==> src/rtl/lcd_bus_timer.sv <==
// HD44780 parallel-bus timer: accepts one RS/byte transfer at a time and
// sequences setup, enable pulse, hold and command execution wait.
module lcd_bus_timer #(
  parameter int T_POR       = 750000,
  parameter int T_SETUP     = 4,
  parameter int T_EN        = 25,
  parameter int T_HOLD      = 2,
  parameter int T_EXEC      = 2000,
  parameter int T_EXEC_LONG = 82000
) (
  input  logic       clk,
  input  logic       rst,
  input  logic       in_valid,
  output logic       in_ready,
  input  logic       in_rs,
  input  logic [7:0] in_data,
  output logic       lcd_rs,
  output logic       lcd_en,
  output logic [7:0] lcd_dat,
  output logic       busy
);

  // The shared counter must hold the largest phase length, never fewer than 20 bits.
  localparam int M1     = (T_POR > T_EXEC_LONG) ? T_POR : T_EXEC_LONG;
  localparam int M2     = (T_EXEC > T_EN) ? T_EXEC : T_EN;
  localparam int M3     = (T_SETUP > T_HOLD) ? T_SETUP : T_HOLD;
  localparam int M12    = (M1 > M2) ? M1 : M2;
  localparam int MAXT   = (M12 > M3) ? M12 : M3;
  localparam int CW_RAW = $clog2(MAXT + 1);
  localparam int CW     = (CW_RAW > 20) ? CW_RAW : 20;

  typedef enum logic [2:0] {
    POR_WAIT,
    IDLE,
    SETUP,
    PULSE,
    HOLD,
    EXEC
  } state_t;

  state_t          r_state;
  logic [CW-1:0]   r_cnt;
  logic            r_ready;
  logic            r_en;
  logic            r_rs;
  logic [7:0]      r_dat;

  logic            w_longExec;
  logic [CW-1:0]   w_execLast;

  // Clear (0x01) and return-home (0x02/0x03) need the long execution wait.
  assign w_longExec = ~r_rs && ((r_dat == 8'h01) || (r_dat == 8'h02) || (r_dat == 8'h03));
  assign w_execLast = w_longExec ? CW'(T_EXEC_LONG - 1) : CW'(T_EXEC - 1);

  assign in_ready = r_ready;
  assign busy     = ~r_ready;
  assign lcd_en   = r_en;
  assign lcd_rs   = r_rs;
  assign lcd_dat  = r_dat;

  always_ff @(posedge clk) begin
    if (rst) begin
      r_state <= POR_WAIT;
      r_cnt   <= '0;
      r_ready <= 1'b0;
      r_en    <= 1'b0;
      r_rs    <= 1'b0;
      r_dat   <= 8'h00;
    end else begin
      case (r_state)
        // The reset edge already counts as entry, so the wait ends one count later.
        POR_WAIT: begin
          if (r_cnt == CW'(T_POR)) begin
            r_state <= IDLE;
            r_cnt   <= '0;
            r_ready <= 1'b1;
          end else begin
            r_cnt <= r_cnt + 1'b1;
          end
        end
        IDLE: begin
          if (in_valid && r_ready) begin
            r_state <= SETUP;
            r_cnt   <= '0;
            r_ready <= 1'b0;
            r_rs    <= in_rs;
            r_dat   <= in_data;
          end
        end
        SETUP: begin
          if (r_cnt == CW'(T_SETUP - 1)) begin
            r_state <= PULSE;
            r_cnt   <= '0;
            r_en    <= 1'b1;
          end else begin
            r_cnt <= r_cnt + 1'b1;
          end
        end
        PULSE: begin
          if (r_cnt == CW'(T_EN - 1)) begin
            r_state <= HOLD;
            r_cnt   <= '0;
            r_en    <= 1'b0;
          end else begin
            r_cnt <= r_cnt + 1'b1;
          end
        end
        HOLD: begin
          if (r_cnt == CW'(T_HOLD - 1)) begin
            r_state <= EXEC;
            r_cnt   <= '0;
          end else begin
            r_cnt <= r_cnt + 1'b1;
          end
        end
        EXEC: begin
          if (r_cnt == w_execLast) begin
            r_state <= IDLE;
            r_cnt   <= '0;
            r_ready <= 1'b1;
          end else begin
            r_cnt <= r_cnt + 1'b1;
          end
        end
        default: begin
          r_state <= POR_WAIT;
          r_cnt   <= '0;
          r_ready <= 1'b0;
          r_en    <= 1'b0;
        end
      endcase
    end
  end

endmodule

==> config.mk <==
export PLATFORM = sky130hd
export DESIGN_NAME = lcd_bus_timer
export DESIGN_NICKNAME = d
export VERILOG_FILES = /design/src/rtl/lcd_bus_timer.sv
export SDC_FILE = /design/constraint.sdc
export NUM_CORES = 1
export LEC_CHECK = 0
export CAP_MARGIN = 20
export CORE_MARGIN = 3
export CORE_UTILIZATION = 49
export DETAILED_ROUTE_END_ITERATION = 7
export PLACE_DENSITY = 0.75
export SLEW_MARGIN = 5
export SYNTH_ARGS = -nofsm -noshare
export SYNTH_HDL_FRONTEND = slang
export SYNTH_SLANG_ARGS = --single-unit
==> constraint.sdc <==
create_clock -name clk -period 2.4 [get_ports clk]
set_input_delay 0.24 -clock clk [delete_from_list [all_inputs] [get_ports clk]]
set_output_delay 0.24 -clock clk [all_outputs]
set_load 0.02 [all_outputs]
==> reports/results.ini <==
[timing]
period_needed_ns=2.44
worst_pin_slew_ns=0.499
finalCritPeriodShare_pct=102
report.final.hold_viol_count=0
slew_viol_final=0
slew_headroom_pct=66.7
setup_ws_ns=-0.0442
setup_viol=1
rsz0062_at_grt=yes
clock_skew_ns=0.00275
fmax_mhz=409
hold_slack_ns=0.501

[final_layout]
fin_nets=301
fin_util_pct=73.5
fin_cells=333
final_cell_mix=dfxtp_1 (33), buf_4 (33), nand2_1 (28), nor2_1 (24), clkdlybuf4s50_1 (23)
n_antenna_cell=0
drive_above_1_share_pct=24.7
layout-area-overhead-vs-synth_pct=39.1

[power_and_ir_drop]
power_leakage_uw=0.00106
ir_drop_uv=537
powerDensity_nw_per_um2=717

[worst_setup_path]
reg2reg_depth=9
critPathArrivalTime_ns=2.67
required_ns=2.62
crit_type=reg -> reg
startpoint_type=flop
rrSetupSlack_ns=-0.04
rr_startpoint=r_cnt[9]
r2r_end=r_state[2]
end_kind=flop
critPathMaxFanout=4

[worst_hold_path]
hp-start=r_cnt[18]
hp-class=reg -> reg
hold_depth=1
whs_endpoint=r_cnt[18]

[yosys]
synth_mux_area_share_pct=5.42
synth-edff-count=0
synthXorXnorAreaFrac_pct=0.474
syn_inst=230
yosysTopAreaCell=dfxtp_1
async_reset_ff_share_pct=0
post_synth_num_cell_types=48
synthSimpleGateAreaFrac_pct=33.0
synth_compound_area_share_pct=17.5
synth_area_per_cell_sq_um=8.03
synth_area_leaders=dfxtp_1 (37%), nand3_1 (6.5%), nand2_1 (5.7%)
synth.cell_area_sq_um=1850
synth_fa_ha_area_share_pct=2.03
synth_top_flop_cell=dfxtp_1
synth_top_family_by_area=simple AND/OR/NAND/NOR gates
synth_seq_cells=34
synth_top_area_share_pct=36.8
yosysSeqAreaShare_pct=36.8
syn_nets=245
synth_warnings=0

[place]
io_buffers=23
hpwl_um=3520
gp_congestion=0.835
dp_cells=320

[clock_tree]
clk_path_buf_depth=2
path_clk_slew_ns=0.07
clock_latency_ns=0.29
htree_levels=2
ctsHoldBuffers=0
cts_tree=done
cts_buffers=5
root_buffer=clkbuf_8
cts.sinks=34

[route]
ant_nets=0
routed_via_density=5.84
routed_wl_um=5180
firstDrtPassIters=4
wl_per_cell_um=15.6
route.detailed.drc=0
vias=1946
drt_iter0_drc=174

[grt]
grt_max_degree=19
grtUsageTotal_pct=24.7
antenna_found_initial=0
grt_first_pass_wirelength_um=8400
overflow=0
grt_pass1_vias=1875

[floorplan]
die_w_um=67.4
io_pins=24
core_sq_um=3490
rows=21
start_util_pct=52.9
die_area_sq_um=4540
fp.dieH_um=67.4

[job]
max_cap_violations=0

[status]
outcome=finished with violations
violations=setup timing

## layout make-up
type | instances | area (sq um)
inverters | 7 | 26.3
multi-input cells | 177 | 1180
well taps | 46 | 57.6
flip-flops and latches | 34 | 682
repair buffers | 61 | 534
clock inverters | 1 | 5.00
clock buffers | 7 | 86.3
fillers | 269 | 925
## metal layers
layer	routed length (um)	global-route usage [%]
met5	0	0
met4	157	8.61
met3	279	5.99
met2	2440	40.6
met1	2300	31.4
## cell families after synthesis
logic type,after synthesis
XOR/XNOR,1
adder cells (fa/ha/maj),3
AO/OA/AOI/OAI,44
AND/OR/NAND/NOR,119
buffers and inverters,19
flip-flops,34
multiplexers,10
## cell usage after synthesis, types with 3 or more instances
| master | instances |
|---|---|
| a21oi_1 | 12 |
| and3_1 | 3 |
| clkbuf_1 | 9 |
| dfxtp_1 | 34 |
| ha_1 | 3 |
| inv_1 | 7 |
| mux2i_1 | 10 |
| nand2_1 | 28 |
| nand3_1 | 24 |
| nor2_1 | 24 |
| nor2b_1 | 3 |
| nor3_1 | 9 |
| nor4_1 | 6 |
| o21ai_0 | 9 |
| o311ai_0 | 3 |
| or2_2 | 3 |
| or3_1 | 3 |
## report_power, final
group / leakage [uW] / switching (uW) / internal, uW
combinational: 0.000737 / 399 / 341
clock: 0.0000482 / 213 / 231
sequential: 0.000275 / 49.8 / 608
## what timing repair did
item,4_1_cts,5_1_grt
gates resized for setup,5,24
endpoints found under the setup margin,9,29
buffers inserted,0,4
gates cloned,0,1
pin swaps,8,13
## worst max-delay path, cell delays in order, from the launching register on
cell	delay [ns]
dfxtp_2	0.33
or4_4	0.56
nor4_4	0.39
nand3_1	0.17
a311oi_2	0.22
buf_4	0.18
buf_6	0.10
nand3_4	0.08
or2_0	0.22
a21oi_1	0.14
## through the flow
stage / instance area [sq um] / power [uW] / setup TNS (ns) / setup WS [ns]
2_1_floorplan: 1850 / 1020 / 0 / 0.0404
3_3_place_gp: 2320 / 1260 / -0.0381 / -0.0381
5_1_grt: 2570 / 1940 / -1.51 / -0.183
6_report: 2570 / 1840 / -0.0442 / -0.0442
4_1_cts: 2430 / 1740 / -0.0662 / -0.0434
3_5_place_dp: 2320 / 1270 / -0.0580 / -0.0387
## sequential cells by signal (all words and copies together) (netlist names)
register,cells
r_state,3
lcd_rs,1
lcd_dat,8
in_ready,1
lcd_en,1
r_cnt,20
## how the worst max path moves through the flow
stage | start | to | slack (ns) | cells after the start
floorplan | r_cnt[8] | r_cnt[5] | 0.04 | 9
global placement | r_cnt[7] | r_state[2] | -0.04 | 8
finish | r_cnt[9] | r_state[2] | -0.04 | 9
CTS | r_cnt[13] | r_state[2] | -0.04 | 8
global route | r_cnt[9] | r_state[2] | -0.18 | 9
detailed placement | r_cnt[7] | r_state[2] | -0.04 | 8
No activity file was read; power rests on OpenSTA's default activity.
